$ cat src/rtl/vector_mem_pkg.sv
// Shared widths and types for the vector memory arbiter and its helpers.
package vector_mem_pkg;

    localparam int ADDR_W = 14;
    localparam int DATA_W = 256;
    localparam int BE_W   = DATA_W / 8;

    typedef enum logic [1:0] {IDLE, OWN0, OWN1} arb_state_t;

    typedef struct packed {
        logic              rden;
        logic              wren;
        logic [ADDR_W-1:0] addr;
        logic [BE_W-1:0]   byteena;
        logic [DATA_W-1:0] wdata;
    } mem_req_t;

endpackage

$ cat src/rtl/rd_tag_pipe.sv
// DEPTH-stage {valid, port} shift register that tracks reads in flight to the RAM.
module rd_tag_pipe #(
    parameter int DEPTH = 1
) (
    input  logic clk,
    input  logic reset,
    input  logic i_valid,
    input  logic i_port,
    output logic o_valid,
    output logic o_port
);

    logic [DEPTH:0] w_valid;
    logic [DEPTH:0] w_port;

    assign w_valid[0] = i_valid;
    assign w_port[0]  = i_port;

    genvar gi;
    generate
        for (gi = 0; gi < DEPTH; gi++) begin : g_stage
            logic r_valid;
            logic r_port;

            always_ff @(posedge clk) begin
                if (!reset) begin
                    r_valid <= 1'b0;
                    r_port  <= 1'b0;
                end else begin
                    r_valid <= w_valid[gi];
                    r_port  <= w_port[gi];
                end
            end

            assign w_valid[gi+1] = r_valid;
            assign w_port[gi+1]  = r_port;
        end
    endgenerate

    assign o_valid = w_valid[DEPTH];
    assign o_port  = w_port[DEPTH];

endmodule

$ cat src/rtl/vector_mem_arbiter.sv
// Round-robin arbiter sharing one ip_ram port between the vector LSU (port 0) and
// the loader/DMA (port 1), with locked multi-beat ownership and tagged read returns.
module vector_mem_arbiter #(
    parameter int ADDR_W   = 14,
    parameter int DATA_W   = 256,
    parameter int BE_W     = 32,
    parameter int RD_LAT   = 1,
    parameter int MAX_LOCK = 4
) (
    input  logic              clk,
    input  logic              reset,
    input  logic              req0,
    input  logic              req1,
    input  logic              lock0,
    input  logic              lock1,
    input  logic              rden0,
    input  logic              rden1,
    input  logic              wren0,
    input  logic              wren1,
    input  logic [ADDR_W-1:0] addr0,
    input  logic [ADDR_W-1:0] addr1,
    input  logic [BE_W-1:0]   byteena0,
    input  logic [BE_W-1:0]   byteena1,
    input  logic [DATA_W-1:0] wdata0,
    input  logic [DATA_W-1:0] wdata1,
    output logic              gnt0,
    output logic              gnt1,
    output logic [DATA_W-1:0] rdata0,
    output logic [DATA_W-1:0] rdata1,
    output logic              rvalid0,
    output logic              rvalid1,
    output logic              ram_rden,
    output logic              ram_wren,
    output logic [ADDR_W-1:0] ram_address,
    output logic [BE_W-1:0]   ram_byteena,
    output logic [DATA_W-1:0] ram_wdata,
    input  logic [DATA_W-1:0] ram_q
);
    import vector_mem_pkg::*;

    localparam int               CNT_W   = $clog2(MAX_LOCK + 1);
    localparam logic [CNT_W-1:0] CNT_MAX = CNT_W'(MAX_LOCK);
    localparam logic [CNT_W-1:0] CNT_ONE = CNT_W'(1);

    arb_state_t        r_state, w_state_next;
    logic              r_last_winner, w_last_winner_next;
    logic [CNT_W-1:0]  r_beat_cnt, w_beat_cnt_next, w_cnt_after;
    logic              w_gnt0, w_gnt1, w_any_gnt, w_lock, w_other_req;
    mem_req_t          w_req0, w_req1, w_sel;
    logic              w_tag_valid, w_tag_port, w_rvalid0, w_rvalid1;
    logic [DATA_W-1:0] r_rdata0, r_rdata1;

    always_comb begin
        w_gnt0             = 1'b0;
        w_gnt1             = 1'b0;
        w_state_next       = r_state;
        w_last_winner_next = r_last_winner;
        w_beat_cnt_next    = r_beat_cnt;

        case (r_state)
            IDLE: begin
                w_gnt0 = req0 && (!req1 || r_last_winner);
                w_gnt1 = req1 && !w_gnt0;
            end
            OWN0:    w_gnt0 = req0;
            OWN1:    w_gnt1 = req1;
            default: ;
        endcase

        // Grants are suppressed while reset is held so no beat can issue mid-reset.
        if (!reset) begin
            w_gnt0 = 1'b0;
            w_gnt1 = 1'b0;
        end

        w_lock      = w_gnt1 ? lock1 : lock0;
        w_other_req = w_gnt1 ? req0 : req1;

        if (r_state == IDLE)
            w_cnt_after = CNT_ONE;
        else if (r_beat_cnt >= CNT_MAX)
            w_cnt_after = CNT_MAX;
        else
            w_cnt_after = r_beat_cnt + CNT_ONE;

        // Forced release happens on the beat that fills the lock budget.
        if (w_gnt0 || w_gnt1) begin
            w_last_winner_next = w_gnt1;
            w_beat_cnt_next    = w_cnt_after;
            if (w_lock && !(w_other_req && (w_cnt_after == CNT_MAX)))
                w_state_next = w_gnt1 ? OWN1 : OWN0;
            else
                w_state_next = IDLE;
        end else if (r_state != IDLE) begin
            w_state_next = IDLE;
        end
    end

    always_ff @(posedge clk) begin
        if (!reset) begin
            r_state       <= IDLE;
            r_last_winner <= 1'b1;
            r_beat_cnt    <= '0;
            r_rdata0      <= '0;
            r_rdata1      <= '0;
        end else begin
            r_state       <= w_state_next;
            r_last_winner <= w_last_winner_next;
            r_beat_cnt    <= w_beat_cnt_next;
            if (w_rvalid0) r_rdata0 <= ram_q;
            if (w_rvalid1) r_rdata1 <= ram_q;
        end
    end

    assign w_req0    = '{rden: rden0, wren: wren0, addr: addr0, byteena: byteena0, wdata: wdata0};
    assign w_req1    = '{rden: rden1, wren: wren1, addr: addr1, byteena: byteena1, wdata: wdata1};
    assign w_sel     = w_gnt1 ? w_req1 : w_req0;
    assign w_any_gnt = w_gnt0 || w_gnt1;

    // A beat flagged both read and write is treated as a write.
    assign ram_rden    = w_any_gnt && w_sel.rden && !w_sel.wren;
    assign ram_wren    = w_any_gnt && w_sel.wren;
    assign ram_address = w_any_gnt ? w_sel.addr    : '0;
    assign ram_byteena = w_any_gnt ? w_sel.byteena : '0;
    assign ram_wdata   = w_any_gnt ? w_sel.wdata   : '0;

    rd_tag_pipe #(
        .DEPTH (RD_LAT)
    ) u_rd_tag_pipe (
        .clk     (clk),
        .reset   (reset),
        .i_valid (ram_rden),
        .i_port  (w_gnt1),
        .o_valid (w_tag_valid),
        .o_port  (w_tag_port)
    );

    assign w_rvalid0 = reset && w_tag_valid && !w_tag_port;
    assign w_rvalid1 = reset && w_tag_valid && w_tag_port;

    assign gnt0    = w_gnt0;
    assign gnt1    = w_gnt1;
    assign rvalid0 = w_rvalid0;
    assign rvalid1 = w_rvalid1;
    assign rdata0  = w_rvalid0 ? ram_q : r_rdata0;
    assign rdata1  = w_rvalid1 ? ram_q : r_rdata1;

    assert property (@(posedge clk) disable iff (!reset) !(req0 && rden0 && wren0));
    assert property (@(posedge clk) disable iff (!reset) !(req1 && rden1 && wren1));

endmodule

$ cat config.mk
export PLATFORM = sky130hd
export DESIGN_NAME = vector_mem_arbiter
export DESIGN_NICKNAME = d
export VERILOG_FILES = /design/src/rtl/vector_mem_pkg.sv /design/src/rtl/rd_tag_pipe.sv /design/src/rtl/vector_mem_arbiter.sv
export SDC_FILE = /design/constraint.sdc
export NUM_CORES = 2
export LEC_CHECK = 0
export CAP_MARGIN = 10
export CORE_AREA = 5 5 654 656
export CTS_BUF_LIST = sky130_fd_sc_hd__clkbuf_8 sky130_fd_sc_hd__clkbuf_16
export CTS_CLUSTER_SIZE = 10
export DETAILED_ROUTE_END_ITERATION = 6
export DIE_AREA = 0 0 659 661
export GPL_ROUTABILITY_DRIVEN = 0
export PLACE_DENSITY = 0.33
export SETUP_SLACK_MARGIN = 0.5
export SYNTH_ARGS = -nofsm -noshare
export SYNTH_HDL_FRONTEND = slang
export SYNTH_SLANG_ARGS = --single-unit
$ cat constraint.sdc
create_clock -name clk -period 3.3 [get_ports clk]
set_input_delay 0.99 -clock clk [delete_from_list [all_inputs] [get_ports clk]]
set_output_delay 0.99 -clock clk [all_outputs]
set_load 0.01 [all_outputs]
Yosys cells after proc, flatten, opt, wreduce, memory -nomap -nowiden:

Cells that the tools add are included.

* eq/ne operators: 3
* reductions and logical operators: 20
* muxes and demuxes: 18
* $add $sub $neg: 1
* order comparisons: 1

Operators by type and width (number)
* $mux 256: 3
* $mux 304: 1
* $mux 32: 1
* $mux 14: 1
* $logic_and 1x1->1: 10
* $mux 2: 4
* $mux 3: 2
* $logic_not 1->1: 5
* $mux 1: 4
* $pmux 1 s2: 2
* $reduce_bool 2->1: 2
* $add 3x1->3 const B: 1
* $eq 3x3->1 const B: 1
* $ge 3x3->1 const B: 1
* $eq 2x1->1 const B: 1
* $eq 2x2->1 const B: 1
* $logic_not 2->1: 1
* $logic_or 1x1->1: 2

* flip-flop bits (word level): 520
* output and inout bits: 820
* word-level logic and storage cells: 50

Logic depth before layout (Yosys ltp):

Gate-level depths: netlist of the first run.

* depth in word-level cells: 13
* depth in mapped cells: 8

By module:

From an unflattened synthesis of the first run, not the netlist that was laid out.

* cell total of the unflattened synthesis: 2781
* area, all modules: 27122.3 um^2

Modules (own cells, without submodules)
* vector_mem_arbiter: cells each 2777, instances 1, area each 27069.7 um^2
* rd_tag_pipe: cells each 4, instances 1, area each 52.6 um^2

Worst setup path after synthesis of the first run:

No wires, ideal clock.

* path kind: in2out
* start: in reset
* end: out ram_wdata[100]
* buffers on the path: 4
* path slack: 85 ps
* data required time: 2310 ps
* stages on the path: 8
* arrival time: 2225 ps
* cells stage by stage: buf_2 and3b_1 buf_2 nand2_4 inv_4 buf_6 buf_6 o31ai_1

* word-level cells in the longest chain between the ends: 3

RTL lines
* from (decl): RTL line vector_mem_arbiter.sv:11 `input logic reset,`
* $mux 1: RTL line vector_mem_arbiter.sv:71 `if (!reset) begin`
* $mux 304 / $logic_or 1x1->1 (equally long branches): RTL line vector_mem_arbiter.sv:117, vector_mem_arbiter.sv:118
* $mux 256 *: RTL line vector_mem_arbiter.sv:125 `assign ram_wdata = w_any_gnt ? w_sel.wdata : '0;`
* to (decl): RTL line vector_mem_arbiter.sv:36 `output logic [DATA_W-1:0] ram_wdata,`

Mark *: on every way between the ends. The rest lies on a longest branch, timed or not.

Worst setup path in the final report of the first run:

* start: in reset
* end: out ram_wdata[108]

Same word-level chain as after synthesis.

==> results of run 1 <==
## cell usage in the layout (no fill, tap or decap), types with 80 or more instances in the layout
master / count
nand3_2: 88
buf_2: 153
clkbuf_16: 80
diode_2: 116
buf_6: 310
clkdlybuf4s50_1: 991
buf_12: 180
mux2_2: 152
mux2_4: 360
buf_16: 106
o31ai_4: 249
and2_1: 512
dfxtp_1: 518
nand2_1: 303
dlygate4sd2_1: 120
buf_4: 411
nand3_1: 169
## state kept, by name (all words and copies together) (netlist names)
| signal | count |
|---|---|
| r_rdata0 | 256 |
| r_rdata1 | 256 |
| r_beat_cnt | 3 |
| r_state | 2 |
| r_last_winner | 1 |
| u_rd_tag_pipe.o_port | 1 |
| u_rd_tag_pipe.o_valid | 1 |
## area by class of cell
cell class | count | area, sq um
Tap cell | 5543 | 6940
Fill cell | 47211 | 354000
Multi-Input combinational cell | 1972 | 20200
Inverter | 5 | 35.0
Sequential cell | 520 | 10400
Timing Repair Buffer | 2479 | 27500
Clock buffer | 77 | 1840
Timing Repair inverter | 1 | 16.3
Clock inverter | 36 | 248
Antenna cell | 116 | 290
## logic make-up (layout without fill, tap and decap cells)
kind of cell               after synthesis  in the layout  synth area share (%)
AOI/OAI and AO/OA                      317            317                  8.74
muxes                                  512            512                  24.5
other                                    0            116                     0
and+or+nand+nor                       1141           1141                  22.3
adders and majority gates                2              2                0.0927
buffers and inverters                  288           2598                  5.82
DFF                                    520            520                  38.6
## critical path: stages
cell and delay, ns:
buf_16 0.13, and3b_4 0.18, buf_12 0.14, nand2_8 0.09, inv_16 0.07, buf_16 0.16, buf_8 0.14, buf_16 0.13
buf_4 0.15, o31ai_2 0.25, buf_4 0.21, buf_2 0.15
## where the power goes
part	total [W]	switching [W]	internal, W
logic	0.00686	0.00330	0.00356
registers	0.00640	0.0000262	0.00637
clock network	0.00721	0.00308	0.00412
total	0.0205	0.00641	0.0141
## final timing paths
kind	to	slack, ns	depth (start not counted)
setup / recovery	ram_wdata[108]	-0.54	12
hold / removal	r_beat_cnt[1]$_SDFFE_PN0P_	0.49	2
setup reg to reg	u_rd_tag_pipe.o_valid$_SDFF_PN0_	0.87	9
hold reg to reg	r_beat_cnt[1]$_SDFFE_PN0P_	0.49	2
## repair_timing
action,in CTS,in global routing
endpoints found under the setup margin,892,986
gates resized for setup,2797,443
cloned,76,11
pin swaps,159,2
setup buffers,280,64
## metal layers
metal | routed length [um] | global-route usage [%] | vias up
li1 | - | - | 14403
met1 | 96700 | 12.1 | 16285
met2 | 149000 | 22.6 | 1607
met3 | 22500 | 4.23 | 541
met4 | 19100 | 7.11 | 76
met5 | 451 | 0 | -
## metrics by stage
step                std cells  setup slack, ns
global placement        10089            -1.96
detailed placement      10089            -1.93
floorplan                2780            0.156
finish                  10749           -0.538
CTS                     10558           -0.649
global route            10727           -0.588
==> qor.txt, run 1 <==
Outcome: finished with violations
Total gr overflow: 0
Layout cells sized above 1: 46.1%
GRT Overall Usage: 12.4%
EDFF count, synth: 0
Clk_lat worst skew: 0.65 ns
Port Buf Inserts: 1689
Seq/Total Area, Yosys: 38.6%
Hold slack: 0.495 ns
Worst Setup Path Type: primary input to primary output
DR pass1 iterations: 5
Final Hold Vio Count: 0
Post-Synthesis Cells: 2780
FP Rows: 239
TritonCTS clock tree: done
Count leader, synth: dfxtp_1
Arr. time, crit path: 2.85 ns
Leak: 27.9 nW
Synth top area cells: dfxtp_1, mux2_4, and2_1, mux2_2, o31ai_1
Global-route wire length before repair: 360000 um
Drt drc: 0
Mapped cell area: 27000 sq um
CTS root buffer: clkbuf_16
DR vias: 32912
HP Class: register to register
Die height: 661 um
Slew Limit Fails: 0
WL/cell: 26.7 um
Post-layout nets: 5920
Starting density of the core: 6.40%
CTS H-Tree Depth: 3
Crit path time final: 3.84 ns
Area growth syn-to-layout: 150%
CP Capture Type: primary output
Worst-path clk slew: 0.05 ns
Detail Route Antenna Nets: 0
# IOs: 1690
Min-delay src: r_beat_cnt[1]$_SDFFE_PN0P_
Failing checks: negative setup slack
Crit share post-route: 116%
Sum Neg Setup Slack: -289.66 ns
Largest net degree at the start of global routing: 201
Dominant cell type by area after synthesis: dfxtp_1
HPWL after DPL: 226000 um
Startpoint Class: primary input
Die Area: 436000 sq um
CP max FO: 6
Design Power: 0.0205 W
Hold-fix buffers, CTS: 0
Post-synth top cells: dfxtp_1, and2_1, nand2_1, nand3_1, o31ai_1
FFs w/ async S/R, synth: 0%
Synth warnings: 0
Synth Area per Inst: 9.71 sq um
Worst R2R Start: r_state[0]$_SDFFE_PN0P_
Final WL: 288000 um
Worst Max-Slew Pin Slew: 1.18 ns
F_max: 0.261 GHz
CP Data Required Time: 2.31 ns
Vias in the first global route: 34010
Layout Skew: 0.0380 ns
Setup-failing EPs final: 818
Pwr dens: 303 nW/um^2
Longest Clk Path Bufs: 3
Post-layout util: 16.0%
Core Box Area: 422000 sq um
Max VDD drop: 0.000319 V
Synth Net Count: 3652
CTS buffer count: 69
Share of the synthesized area in the top cell type: 38.6%
Placed instance area: 54500 sq um
Main flop type after synthesis: dfxtp_1
Clock sink count: 520
Crit path from: reset
Rel. slew slack: 21.2%
Avg Vias per Cell: 3.06
Initial antenna violation count: 156
Yosys reg bits: 520
Unrepaired setup endpoints after global routing: yes
Final instance area: 67400 sq um
Synth cell types: 30
Max Cap Violations: 0
DR iter-0 viols: 1939
Final setup margin: -0.538 ns
Die X: 659 um
No activity file was read; power rests on OpenSTA's default activity.
==> run 2: changes to the inputs <==
Settings changed: PLACE_DENSITY 0.33 to 0.3.
==> qor.txt, run 2 (synthesis gave the netlist of run 1 again) <==
Outcome: finished with violations (unchanged)
Failing checks: negative setup slack (unchanged)
TritonCTS clock tree: done (unchanged)
Global-route wire length before repair: 354000 um (was 360000 um)
WL/cell: 27.1 um (was 26.7 um)
FP Rows: 239 (unchanged)
Clock sink count: 520 (unchanged)
Crit path top cell by count: buf_12 (was buf_16)
Leak: 24.5 nW (was 27.9 nW)
Final Hold Vio Count: 0 (unchanged)
Unrepaired setup endpoints after global routing: yes (unchanged)
Total gr overflow: 0 (unchanged)
Starting density of the core: 6.40% (unchanged)
Area growth syn-to-layout: 124% (was 150%)
Avg Vias per Cell: 2.98 (was 3.06)
Design Power: 0.0205 W (about the same)
Commonest non-fill, non-tap cells in the layout: clkdlybuf4s50_1, dfxtp_1, and2_1, buf_4, nand2_1 (was clkdlybuf4s50_1, dfxtp_1, and2_1, buf_4, mux2_4)
F_max: 0.257 GHz (was 0.261 GHz)
Arr. time, crit path: 2.90 ns (was 2.85 ns)
DR vias: 31220 (was 32912)
Port Buf Inserts: 1689 (unchanged)
Pwr dens: 340 nW/um^2 (was 303 nW/um^2)
Hold slack: 0.489 ns (was 0.495 ns)
Hold-fix buffers, CTS: 0 (unchanged)
# IOs: 1690 (unchanged)
CP Capture Type: primary output (unchanged)
Worst hold stages: 2 (unchanged)
Worst R2R Start: u_rd_tag_pipe.o_valid$_SDFF_PN0_ (was r_state[0]$_SDFFE_PN0P_)
Commonest non-fill, non-tap cell in the layout: clkdlybuf4s50_1 (unchanged)
Slew Limit Fails: 0 (unchanged)
Clk_lat worst skew: 0.76 ns (was 0.65 ns)
Vias in the first global route: 31899 (was 34010)
Slowest cell on the critical path: clkdlybuf4s50_1 (was o31ai_2)
CTS H-Tree Depth: 3 (unchanged)
Die height: 661 um (unchanged)
R2R Path End: r_rdata0[241]$_SDFF_PN0_ (was u_rd_tag_pipe.o_valid$_SDFF_PN0_)
Worst-case reg-to-reg path depth: 7 (was 9)
HPWL after DPL: 241000 um (was 226000 um)
Initial antenna violation count: 183 (was 156)
DR pass1 iterations: 5 (unchanged)
Crit path from: reset (unchanged)
Critical-path cell list: buf_8 -> buf_6 -> nand3_4 -> buf_12 -> buf_12 -> buf_12 -> mux2_2 -> clkdlybuf4s50_1 (was buf_16 -> and3b_4 -> buf_12 -> nand2_8 -> inv_16 -> buf_16 -> buf_8 -> buf_16 -> buf_4 -> o31ai_2 -> buf_4 -> buf_2)
Longest Clk Path Bufs: 4 (was 3)
Worst-path clk slew: 0.04 ns (was 0.05 ns)
Final WL: 284000 um (was 288000 um)
Hold EP: r_last_winner$_SDFFE_PN1P_ (was r_beat_cnt[1]$_SDFFE_PN0P_)
Delay-heaviest family, CP: buffers and inverters (unchanged)
Worst R2R Setup Slack: 1.25 ns (was 0.87 ns)
Post-layout nets: 5612 (was 5920)
CTS buffer count: 80 (was 69)
Max VDD drop: 0.000271 V (was 0.000319 V)
DR iter-0 viols: 1757 (was 1939)
CP max FO: 14 (was 6)
WP depth: 8 (was 12)
Die X: 659 um (unchanged)
GRT Overall Usage: 12.3% (was 12.4%)
Largest registers: r_rdata0 (256), r_rdata1 (256), r_beat_cnt (3) (unchanged)
Layout Skew: 0.0457 ns (was 0.0380 ns)
Crit path largest cell delay: 0.53 ns (was 0.25 ns)
Rel. slew slack: 36.8% (was 21.2%)
Die Area: 436000 sq um (unchanged)
Min-delay src: r_last_winner$_SDFFE_PN1P_ (was r_beat_cnt[1]$_SDFFE_PN0P_)
Max Cap Violations: 0 (unchanged)
Buf+Inv Stages, Crit Path: 6 (was 9)
CTS root buffer: clkbuf_16 (unchanged)
Post-layout util: 14.3% (was 16.0%)
Detail Route Antenna Nets: 0 (unchanged)
Worst Setup Path Type: primary input to primary output (unchanged)
Largest net degree at the start of global routing: 188 (was 201)
Crit path time final: 3.89 ns (was 3.84 ns)
CP Data Required Time: 2.31 ns (about the same)
HP Class: register to register (unchanged)
Core Box Area: 422000 sq um (unchanged)
Worst Max-Slew Pin Slew: 0.948 ns (was 1.18 ns)
Startpoint Class: primary input (unchanged)
Setup-failing EPs final: 818 (unchanged)
Drt drc: 0 (unchanged)
Layout cells sized above 1: 32.4% (was 46.1%)
Crit share post-route: 118% (was 116%)
Final setup margin: -0.587 ns (was -0.538 ns)
-- run 2: worst max-delay path by stage --
stage	end	slack, ns
6_report	rdata1[211]	-0.59
5_1_grt	rdata0[40]	-0.67
4_1_cts	rdata0[102]	-0.71
3_5_place_dp	ram_wdata[40]	-2.02
3_3_place_gp	ram_wdata[40]	-1.99
2_1_floorplan	ram_wdata[106]	0.16
-- run 2: power by group --
group	switching [W]	internal [W]	leakage (nW)
combinational	0.00269	0.00280	19.0
sequential	0.0000278	0.00637	4.20
clock	0.00346	0.00518	1.34
total	0.00618	0.0143	24.5
-- run 2: layout make-up --
type	count	area (sq um)
Clock inverter	39	339
Inverter	5	35.0
Timing Repair inverter	1	11.3
Fill cell	47706	361000
Timing Repair Buffer	2160	22600
Tap cell	5543	6940
Multi-Input combinational cell	1972	17400
Sequential cell	520	10400
Clock buffer	99	2270
Antenna cell	153	383
-- run 2: tightest hold or removal path, stage by stage (launching register included) --
cell and delay, ns:
dfxtp_1 0.32, nand2_1 0.06, nand3_1 0.06
-- run 2: routing by layer --
| metal | GRT usage [%] | share of wire (%) | vias to the layer above |
|---|---|---|---|
| met4 | 6.74 | 6.5 | 52 |
| met3 | 3.85 | 7.4 | 539 |
| li1 | - | - | 13784 |
| met5 | 0 | 0.13 | - |
| met1 | 12.1 | 34 | 15364 |
| met2 | 22.8 | 52 | 1481 |
-- run 2: metrics by stage --
stage	setup TNS (ns)	worst slack (ns)	instance area, sq um	cells
after floorplan	0	0.156	28600	2780
after global placement	-698.87	-1.99	54900	10122
after detailed placement	-694.70	-2.02	54900	10122
after CTS	-458.21	-0.708	59700	10328
after global routing	-402.60	-0.667	60400	10476
final	-303.54	-0.587	60400	10492
-- run 2: repair_timing --
action | 4_1_cts | 5_1_grt
gates cloned | 24 | 4
resized for setup | 777 | 337
endpoints found under the setup margin | 820 | 820
buffers inserted | 44 | 7
pin swaps | 38 | 3
